===== src/rtl/shot_slot_scheduler_pkg.sv =====
// Shared definitions for the shot slot scheduler and the debug display.
// Holds the default slot count, the default launch spacing in frames, the
// field widths used on the scheduler ports, and the scheduler state enum.
package shot_slot_scheduler_pkg;

  localparam int NUM_OF_SHOTS    = 8;
  localparam int COOLDOWN_FRAMES = 6;   // legal range 1..15

  localparam int IDX_W   = 3;           // launchIdx width
  localparam int CNT_W   = 4;           // cooldown counter width
  localparam int FREE_W  = 4;           // freeCount width
  localparam int FIRED_W = 8;           // shotsFired width

  typedef enum logic [1:0] {
    ST_READY    = 2'd0,
    ST_LAUNCH   = 2'd1,
    ST_COOLDOWN = 2'd2
  } shot_state_e;

endpackage


===== src/rtl/shot_slot_scheduler_if.sv =====
// Bundle between the game logic and the shot slot scheduler.
// master: game side (frame pulse, enable, fire button, per-slot hit and
//         off-screen flags in; occupancy, launch pulse/index, counters out)
// slave : the scheduler itself
interface shot_slot_scheduler_if #(
  parameter int NUM_OF_SHOTS = shot_slot_scheduler_pkg::NUM_OF_SHOTS
);
  logic                    startOfFrame;
  logic                    enable;
  logic                    fireReq;
  logic [NUM_OF_SHOTS-1:0] hitPulse_shots;
  logic [NUM_OF_SHOTS-1:0] offScreen;
  logic [NUM_OF_SHOTS-1:0] shotActive;
  logic [NUM_OF_SHOTS-1:0] launchPulse;
  logic [2:0]              launchIdx;
  logic [3:0]              freeCount;
  logic [7:0]              shotsFired;

  modport master (
    output startOfFrame, enable, fireReq, hitPulse_shots, offScreen,
    input  shotActive, launchPulse, launchIdx, freeCount, shotsFired
  );

  modport slave (
    input  startOfFrame, enable, fireReq, hitPulse_shots, offScreen,
    output shotActive, launchPulse, launchIdx, freeCount, shotsFired
  );
endinterface


===== src/rtl/shot_slot_scheduler_prio_enc.sv =====
// Lowest-index-first priority encoder for free shot slots.
// free_i  : one bit per slot, 1 = slot may be allocated
// idx_o   : index of the lowest set bit of free_i (0 when none)
// valid_o : at least one bit of free_i is set
module shot_slot_prio_enc #(
  parameter int NUM_OF_SHOTS = shot_slot_scheduler_pkg::NUM_OF_SHOTS
) (
  input  logic [NUM_OF_SHOTS-1:0]                 free_i,
  output logic [shot_slot_scheduler_pkg::IDX_W-1:0] idx_o,
  output logic                                    valid_o
);
  import shot_slot_scheduler_pkg::*;

  // Scan from the top down so the last hit written is the lowest index.
  always_comb begin
    idx_o   = '0;
    valid_o = 1'b0;
    for (int i = NUM_OF_SHOTS - 1; i >= 0; i--) begin
      if (free_i[i]) begin
        idx_o   = IDX_W'(i);
        valid_o = 1'b1;
      end
    end
  end
endmodule


===== src/rtl/shot_slot_scheduler.sv =====
// Shot slot scheduler: turns fire-button edges into slot launches, at most
// one launch per COOLDOWN_FRAMES+1 frames, and tracks slot occupancy.
// clk, resetN : system clock, asynchronous active-low reset
// bus (slave) : frame pulse, enable, fire, per-slot hit/off-screen in;
//               shotActive, launchPulse, launchIdx, freeCount, shotsFired out
//
// state       | meaning
// ST_READY    | waiting for a frame start with a pending request and a free slot
// ST_LAUNCH   | one cycle: launch pulse, index and occupancy of new shot visible
// ST_COOLDOWN | counting frame starts down to zero before accepting the next launch
module shot_slot_scheduler #(
  parameter int NUM_OF_SHOTS    = shot_slot_scheduler_pkg::NUM_OF_SHOTS,
  parameter int COOLDOWN_FRAMES = shot_slot_scheduler_pkg::COOLDOWN_FRAMES
) (
  input  logic                 clk,
  input  logic                 resetN,
  shot_slot_scheduler_if.slave bus
);
  import shot_slot_scheduler_pkg::*;

  shot_state_e             state_q, state_d;
  logic                    pending_q, pending_d;
  logic                    fire_prev_q;
  logic [NUM_OF_SHOTS-1:0] active_q, active_d;
  logic [NUM_OF_SHOTS-1:0] pulse_q, pulse_d;
  logic [IDX_W-1:0]        idx_q, idx_d;
  logic [FIRED_W-1:0]      fired_q, fired_d;
  logic [CNT_W-1:0]        cnt_q, cnt_d;
  logic [IDX_W-1:0]        sel_idx;
  logic                    sel_valid;
  logic                    fire_edge;
  logic [NUM_OF_SHOTS-1:0] release_v;
  logic [FREE_W-1:0]       free_cnt;

  // Selection looks only at the registered occupancy, so a slot released
  // this cycle becomes eligible one cycle later.
  shot_slot_prio_enc #(.NUM_OF_SHOTS(NUM_OF_SHOTS)) u_prio_enc (
    .free_i  (~active_q),
    .idx_o   (sel_idx),
    .valid_o (sel_valid)
  );

  assign fire_edge = bus.fireReq & ~fire_prev_q;
  assign release_v = bus.hitPulse_shots | bus.offScreen;

  always_ff @(posedge clk or negedge resetN) begin
    if (!resetN) begin
      state_q     <= ST_READY;
      pending_q   <= 1'b0;
      fire_prev_q <= 1'b0;
      active_q    <= '0;
      pulse_q     <= '0;
      idx_q       <= '0;
      fired_q     <= '0;
      cnt_q       <= '0;
    end else begin
      state_q     <= state_d;
      pending_q   <= pending_d;
      fire_prev_q <= bus.fireReq;
      active_q    <= active_d;
      pulse_q     <= pulse_d;
      idx_q       <= idx_d;
      fired_q     <= fired_d;
      cnt_q       <= cnt_d;
    end
  end

  // Launch results are registered on the READY->LAUNCH transition so that
  // pulse, index, occupancy and count all appear together during LAUNCH.
  always_comb begin
    state_d   = state_q;
    pending_d = pending_q | fire_edge;
    active_d  = active_q & ~release_v;
    pulse_d   = '0;
    idx_d     = idx_q;
    fired_d   = fired_q;
    cnt_d     = cnt_q;

    case (state_q)
      ST_READY: begin
        if (bus.startOfFrame && pending_q && sel_valid) begin
          state_d           = ST_LAUNCH;
          pending_d         = fire_edge;
          active_d[sel_idx] = 1'b1;   // set after release: launch wins
          pulse_d[sel_idx]  = 1'b1;
          idx_d             = sel_idx;
          fired_d           = (fired_q == '1) ? fired_q : fired_q + 8'd1;
          cnt_d             = CNT_W'(COOLDOWN_FRAMES);
        end
      end
      ST_LAUNCH: state_d = ST_COOLDOWN;
      ST_COOLDOWN: begin
        if (cnt_q == '0) begin
          state_d = ST_READY;
        end else if (bus.startOfFrame) begin
          cnt_d = cnt_q - CNT_W'(1);
        end
      end
      default: state_d = ST_READY;
    endcase

    // Game not running: flush everything except the statistics.
    if (!bus.enable) begin
      state_d   = ST_READY;
      pending_d = 1'b0;
      active_d  = '0;
      pulse_d   = '0;
      cnt_d     = '0;
      idx_d     = idx_q;
      fired_d   = fired_q;
    end
  end

  always_comb begin
    free_cnt = '0;
    for (int i = 0; i < NUM_OF_SHOTS; i++) begin
      free_cnt = free_cnt + {3'b000, ~active_q[i]};
    end
  end

  assign bus.shotActive  = active_q;
  assign bus.launchPulse = pulse_q;
  assign bus.launchIdx   = idx_q;
  assign bus.freeCount   = free_cnt;
  assign bus.shotsFired  = fired_q;
endmodule


===== src/flat_wrapper.sv =====
// flat-port wrapper written by rule: the top's interface ports become plain ports
module shot_slot_scheduler_flat import shot_slot_scheduler_pkg::*;
#(
  parameter int NUM_OF_SHOTS    = shot_slot_scheduler_pkg::NUM_OF_SHOTS,
  parameter int COOLDOWN_FRAMES = shot_slot_scheduler_pkg::COOLDOWN_FRAMES
)
  (clk, resetN, bus_startOfFrame, bus_enable, bus_fireReq, bus_hitPulse_shots, bus_offScreen, bus_shotActive, bus_launchPulse, bus_launchIdx, bus_freeCount, bus_shotsFired);
  shot_slot_scheduler_if #(.NUM_OF_SHOTS(NUM_OF_SHOTS)) bus_i ();
  input  logic clk;
  input  logic resetN;
  input wire logic [$bits(bus_i.startOfFrame)-1:0] bus_startOfFrame;
  input wire logic [$bits(bus_i.enable)-1:0] bus_enable;
  input wire logic [$bits(bus_i.fireReq)-1:0] bus_fireReq;
  input wire logic [$bits(bus_i.hitPulse_shots)-1:0] bus_hitPulse_shots;
  input wire logic [$bits(bus_i.offScreen)-1:0] bus_offScreen;
  output wire logic [$bits(bus_i.shotActive)-1:0] bus_shotActive;
  output wire logic [$bits(bus_i.launchPulse)-1:0] bus_launchPulse;
  output wire logic [$bits(bus_i.launchIdx)-1:0] bus_launchIdx;
  output wire logic [$bits(bus_i.freeCount)-1:0] bus_freeCount;
  output wire logic [$bits(bus_i.shotsFired)-1:0] bus_shotsFired;
  assign bus_i.startOfFrame = bus_startOfFrame;
  assign bus_i.enable = bus_enable;
  assign bus_i.fireReq = bus_fireReq;
  assign bus_i.hitPulse_shots = bus_hitPulse_shots;
  assign bus_i.offScreen = bus_offScreen;
  assign bus_shotActive = bus_i.shotActive;
  assign bus_launchPulse = bus_i.launchPulse;
  assign bus_launchIdx = bus_i.launchIdx;
  assign bus_freeCount = bus_i.freeCount;
  assign bus_shotsFired = bus_i.shotsFired;
  shot_slot_scheduler #(.NUM_OF_SHOTS(NUM_OF_SHOTS), .COOLDOWN_FRAMES(COOLDOWN_FRAMES)) u_core (.clk(clk), .resetN(resetN), .bus(bus_i));
endmodule

===== config.mk =====
export PLATFORM = sky130hd
export DESIGN_NAME = shot_slot_scheduler_flat
export DESIGN_NICKNAME = d
export VERILOG_FILES = /design/src/rtl/shot_slot_scheduler_pkg.sv /design/src/rtl/shot_slot_scheduler_if.sv /design/src/rtl/shot_slot_scheduler_prio_enc.sv /design/src/rtl/shot_slot_scheduler.sv /design/src/flat_wrapper.sv
export SDC_FILE = /design/constraint.sdc
export NUM_CORES = 1
export LEC_CHECK = 0
export ABC_CLOCK_PERIOD_IN_PS = 3000
export CAP_MARGIN = 20
export CORE_UTILIZATION = 30
export DETAILED_ROUTE_END_ITERATION = 8
export PLACE_DENSITY = 0.54
export SLEW_MARGIN = 25
export SYNTH_ARGS = -nofsm -noshare
export SYNTH_HDL_FRONTEND = slang
export SYNTH_HIERARCHICAL = 1
export SYNTH_SLANG_ARGS = --single-unit

===== constraint.sdc =====
create_clock -name clk -period 3 [get_ports clk]
set_clock_uncertainty 0.05 [all_clocks]
set_input_delay 0.45 -clock clk [delete_from_list [all_inputs] [get_ports clk]]
set_output_delay 0.45 -clock clk [all_outputs]
set_load 0.1 [all_outputs]

### Word level (Yosys, flattened, before mapping)

Index checks and enable logic that the tools add are counted.

| storage, ports and cells | value |
|---|---|
| flip-flop bits (word level) | 35 |
| output and inout port bits | 31 |
| logic and storage cells | 89 |
| bits of input ports | 21 |

| cells by class | value |
|---|---|
| add/sub/neg operators | 9 |
| muxes and demuxes | 36 |
| bitwise logic cells | 17 |
| $lt $le $gt $ge | 2 |
| reduce and logical (&&, ||, !) cells | 9 |
| equal/unequal tests | 8 |

Operators by type and width:

| cell | count |
|---|---|
| 2-to-1 mux 8 bit | 6 |
| adder 4 x 1 -> 4 bit | 6 |
| 2-to-1 mux 3 bit | 8 |
| 2-to-1 mux 4 bit | 4 |
| NOT 8 bit | 2 |
| OR 8 bit | 2 |
| 2-to-1 mux 1 bit | 12 |
| NOT 1 bit | 10 |
| adder 8 x 1 -> 8 bit, second input constant | 1 |
| bitwise AND 8 bit | 1 |
| == test 8 bit, second input constant | 1 |
| case mux 4 bit (2 select lines) | 1 |
| AND reduction 4 bit | 2 |
| 2-to-1 mux 2 bit | 3 |
| inequality test 3 x 2 -> 1 bit, second input constant | 2 |
| inequality test 3 bit, second input constant | 2 |
| case mux 2 bit (3 select lines) | 1 |
| zero test 4 bit | 1 |
| < comparator 3 x 4 -> 1 bit, second input constant | 1 |
| subtractor 4 x 1 -> 4 bit, second input constant | 1 |
| demux 1 bit (select 3 bit) | 1 |
| greater-or-equal comparator 3 x 1 -> 1 bit, second input constant | 1 |
| logical AND 1 bit | 3 |
| inequality test 3 x 1 -> 1 bit, second input constant | 1 |
| other kinds (8) | 8 |

### Logic depth before layout (Yosys ltp)

Gate-level depths: netlist of the first run.

| depth | value |
|---|---|
| word-level depth | 17 |
| mapped depth | 8 |
| mapped depth without buffers | 8 |

### Cells and area by module

Netlist of the first run, hierarchy kept.

Modules (own cells, without submodules):

| module | times used | area each (um^2) | cells each | sequential area each (um^2) |
|---|---|---|---|---|
| shot_slot_scheduler | 1 | 1686.6 | 158 | 875.8 |
| shot_slot_prio_enc | 1 | 80.1 | 13 | 0.0 |

### Least setup slack after synthesis of the first run

Ideal clock, no wire load.

| timing | value |
|---|---|
| kind | register to output |
| from | register u_core.active_q[0] (netlist: u_core/bus.shotActive[0]) |
| to | output port bus_freeCount[2] |
| stages on the path, launching flop included | 9 |
| path buffers | 0 |
| setup slack | -2320 ps |
| required time | 2500 ps |
| arrival time | 4820 ps |
| path through | dfrtp_1 inv_1 fa_1 fa_1 fa_1 ha_1 inv_1 fa_1 xnor2_1 |

| on the way | value |
|---|---|
| longest elaborated chain between the ends | 8 |

RTL lines:

| item | line | RTL |
|---|---|---|
| start, declared | shot_slot_scheduler.sv:24 | `logic [NUM_OF_SHOTS-1:0] active_q, active_d;` |
| start signal, assigned | shot_slot_scheduler.sv:60 | `active_q <= active_d;` |
| NOT 1 bit | shot_slot_scheduler.sv:117 | `free_cnt = free_cnt + {3'b000, ~active_q[i]};` |
| adder 1 x 1 -> 2 bit | shot_slot_scheduler.sv:117 |  |
| adder 4 x 1 -> 4 bit (6 in series) | shot_slot_scheduler.sv:117 |  |
| end, declared | flat_wrapper.sv:19 | `output wire logic [$bits(bus_i.freeCount)-1:0] bus_freeCount;` |

Every way passes these cells.

### Worst setup path in the final report of the first run

| timing | value |
|---|---|
| from | register u_core.active_q[0] (netlist: u_core/bus.shotActive[0]) |
| to | output port bus_freeCount[1] |

The elaborated chain is that of the path after synthesis.

==> results of run 1 <==
==> tightest hold or removal path, stage by stage, from the launching register on <==
cell     delay, ns
dfrtp_1       0.35
nand2_1       0.05
nand2_1       0.06
==> final timing paths <==
path,start,end,slack (ns),cells after the start
min in group asynchronous,resetN,u_core/bus.shotsFired[1],0.52,2
hold / removal,u_core/bus.launchIdx[0],u_core/bus.launchIdx[0],0.44,2
hold reg to reg,u_core/bus.launchIdx[0],u_core/bus.launchIdx[0],0.44,2
setup reg to reg,u_core/bus.shotActive[5],u_core/bus.shotsFired[2],0.65,9
setup / recovery,u_core/bus.shotActive[0],bus_freeCount[1],-0.78,9
max in group asynchronous,resetN,u_core/bus.shotActive[1],2.02,2
==> kinds of logic (layout without fill, tap and decap cells) <==
family	count (synthesis)	count (layout)	share of synthesized area [%]
AND/OR/NAND/NOR	76	76	23.3
flip-flops	35	35	49.6
buffers and inverters	22	92	5.10
AO/OA/AOI/OAI	20	20	9.06
adder cells (fa/ha/maj)	9	9	8.07
XOR/XNOR	6	6	2.97
multiplexers	3	3	1.91
==> layout by cell type (no fill, tap or decap), drive strengths merged, types with 4 or more instances in the layout <==
master,count
fa,4
nand2,21
clkdlybuf4s50,20
a21oi,5
nor2b,5
nor2,11
nor3,4
nor4,8
o32ai,4
buf,44
dfrtp,35
xnor2,4
or2,4
ha,5
nand2b,5
nand3,6
inv,18
clkbuf,7
==> through the flow <==
stage               setup TNS (ns)  utilization (%)  cell area (um^2)  cells  setup slack (ns)
finish                       -2.21             46.0              2580    313            -0.780
CTS                          -2.27             45.9              2570    313            -0.805
global placement            -0.908             43.8              2450    303            -0.424
detailed placement           -1.11             43.8              2450    303            -0.488
floorplan                    -2.50                -              1810    171            -0.836
global route                 -2.57             46.0              2580    313            -0.872
==> layer usage <==
layer	part of all wire, %	global-route usage (%)	up-vias	wire [um]
met5	0	0	-	0
li1	-	-	726	-
met1	50	22.4	705	2200
met2	44	22.4	43	1950
met3	5.6	5.06	2	247
met4	0.77	6.11	0	34
==> final cells by class <==
type	count	area, um^2	area share [%]
clock buffers	7	76.3	2.96
clock inverters	1	5.00	0.194
inverters	20	83.8	3.25
multi-input cells	114	853	33.1
flip-flops and latches	35	888	34.5
well taps	72	90.1	3.50
repair buffers	64	581	22.5
==> registers in the layout, summed over array words and instances (netlist names) <==
signal,flops
u_core/cnt_q,4
u_core/bus.shotsFired,8
u_core/bus.launchPulse,8
u_core/pending_q,1
u_core/bus.shotActive,8
u_core/fire_prev_q,1
u_core/bus.launchIdx,3
u_core/state_q,2
==> power by group through the flow <==
stage / combinational, mW / clock (mW) / sequential, mW
after floorplan: 0.0832 / 0 / 0.698
after global placement: 0.346 / 0 / 0.539
after detailed placement: 0.348 / 0 / 0.538
after CTS: 0.351 / 0.349 / 0.530
after global routing: 0.365 / 0.378 / 0.536
final: 0.348 / 0.335 / 0.530
==> repair_timing <==
item                                    4_1_cts  5_1_grt
endpoints found under the setup margin        4        4
pin swaps                                     1        1
endpoints found under the hold margin         0        0
resized for setup                             5        1
buffers inserted                              2        0
==> summary.md, run 1 <==
| Metric | Value |
|---|---|
| Starting Density | 31.5% |
| Synth cell types | 39 |
| Clk Tree Root Cell | clkbuf_8 |
| Sink Count | 35 |
| GRT overflow | 0 |
| Max VDD drop | about 0.31 mV |
| Clock transition at path regs | 0.07 ns |
| Area Growth Syn to Fin | 45.9% |
| Final Net Count | 270 |
| Area contributors post-synth | dfrtp_1 (50%), fa_1 (4.5%), nand2_1 (4.5%) |
| Final Hold Viols | 0 |
| Core area | 0.00561 mm^2 |
| Syn_nets | 201 |
| Die extent in y | 78.7 um |
| Switching share of power | roughly 37% |
| WS Path Type | flop to output port |
| Cells after synthesis | ~170 |
| Worst Max-Slew Pin Slew | about 0.86 ns |
| Async S/R FF share, synth | 100% |
| Leak pwr | 1.16 nW |
| Clock power frac | 27.6% |
| Critical path's most frequent cell | fa_1 |
| DRC marker count from the first detailed-route iteration | 27 |
| PortBufs | 51 |
| #FFs+latches synth | 35 |
| Mapped cell area | 0.00177 mm^2 |
| Number of flops mapped to enable cells by yosys | 0 |
| WP data arrival | 3.28 ns |
| Outcome | finished with violations |
| TritonCTS clock tree | built |
| Failing checks | setup timing |
| Row count | 27 |
| DRC errors left | 0 |
| Die width | 78.7 um |
| # hold bufs at CTS | 0 |
| Final setup margin | -0.780 ns |
| Via count | about 1500 |
| Top FF cell, synth | dfrtp_1 |
| Vias in the first global route | 1476 |
| Max-slew violations | 0 |
| GRT Total Usage | 15.9% |
| Final setup violation count | 4 |
| Die Area | 0.00620 mm^2 |
| Fin crit share | 126% |
| CP Cell Sequence | inv_4, fa_1, fa_1, fa_1, ha_4, inv_2, fa_2, clkinvlp_4, buf_12 |
| Vias/cell | roughly 4.7 |
| Net Sw Power | 0.450 mW |
| Placer's final routability congestion estimate | 0.730 |
| DR WL/cell | 14.2 um |
| RSZ-0062 raised after global routing | true |
| Delay-heaviest family, CP | adder cells |
| Worst Path Buf+Inv | 4 |
| Max Fclk | 265 MHz |
| Fill cell count | 556 |
| HP Class | flop to flop |
| Power Density | 470 mW/mm^2 |
| Share of layout cells above drive strength 1 | 31.1% |
| Worst-Skew Late Latency | 0.29 ns |
| Num CTS Buffers | 5 |
| Int Pwr | about 0.76 mW |
| Sequential power share | 43.7% |
| Period minus WS final | 3.78 ns |
| Io pins | 52 |
| Yosys synthesis warning count | 6 |
| Post-synth top cells | dfrtp_1 (35), nand2_1 (21), inv_1 (18) |
| N_diodes | 0 |
| Worst EP required | 2.50 ns |
| Synth area leader | dfrtp_1 |
| Combinational share of power | 28.7% |
| Max-cap violations | 0 |
| Share of the synthesized area in the top cell type | approximately 50% |
| CP max FO | 2 |
| Drt first pass iters | 4 |
| First-pass GRT wire length | approximately 7300 um |
| Clock buffer depth | 2 |
| Syn_area_per_cell | 10.3 um^2 |
| Total power | 1.21 mW |
| Placed wire-length estimate | between 3000 and 4000 um |
| Largest net degree at the start of global routing | 36 |
| Critical Path Slowest Stage Cell | fa_1 |
| Startpoint types | flop |
| Fin Hold WS | 0.442 ns |
| Initial antenna violation count | 0 |
| Critical path capture point type | output port |
| Top-count cell post-synth | dfrtp_1 |
| DRT Wirelength | roughly 4400 um |
| H-tree Lvls | 2 |
| Max incr delay on CP | between 0.5 and 0.6 ns |
| Seq/Total Area, Yosys | 49.6% |
| Max_slew headroom | 42.5% |
| DRT antenna net count | 0 |
Note: power is estimated with default switching activity, not from simulation.
==> run 2, diff against run 1 <==
--- a/config.mk
+++ b/config.mk
@@ -5,7 +5,6 @@
 export SDC_FILE = /design/constraint.sdc
 export NUM_CORES = 1
 export LEC_CHECK = 0
-export ABC_CLOCK_PERIOD_IN_PS = 3000
 export CAP_MARGIN = 20
 export CORE_UTILIZATION = 30
 export DETAILED_ROUTE_END_ITERATION = 8
==> results of run 2 <==
The final DEF is identical to that of run 1; final timing and power are the same.
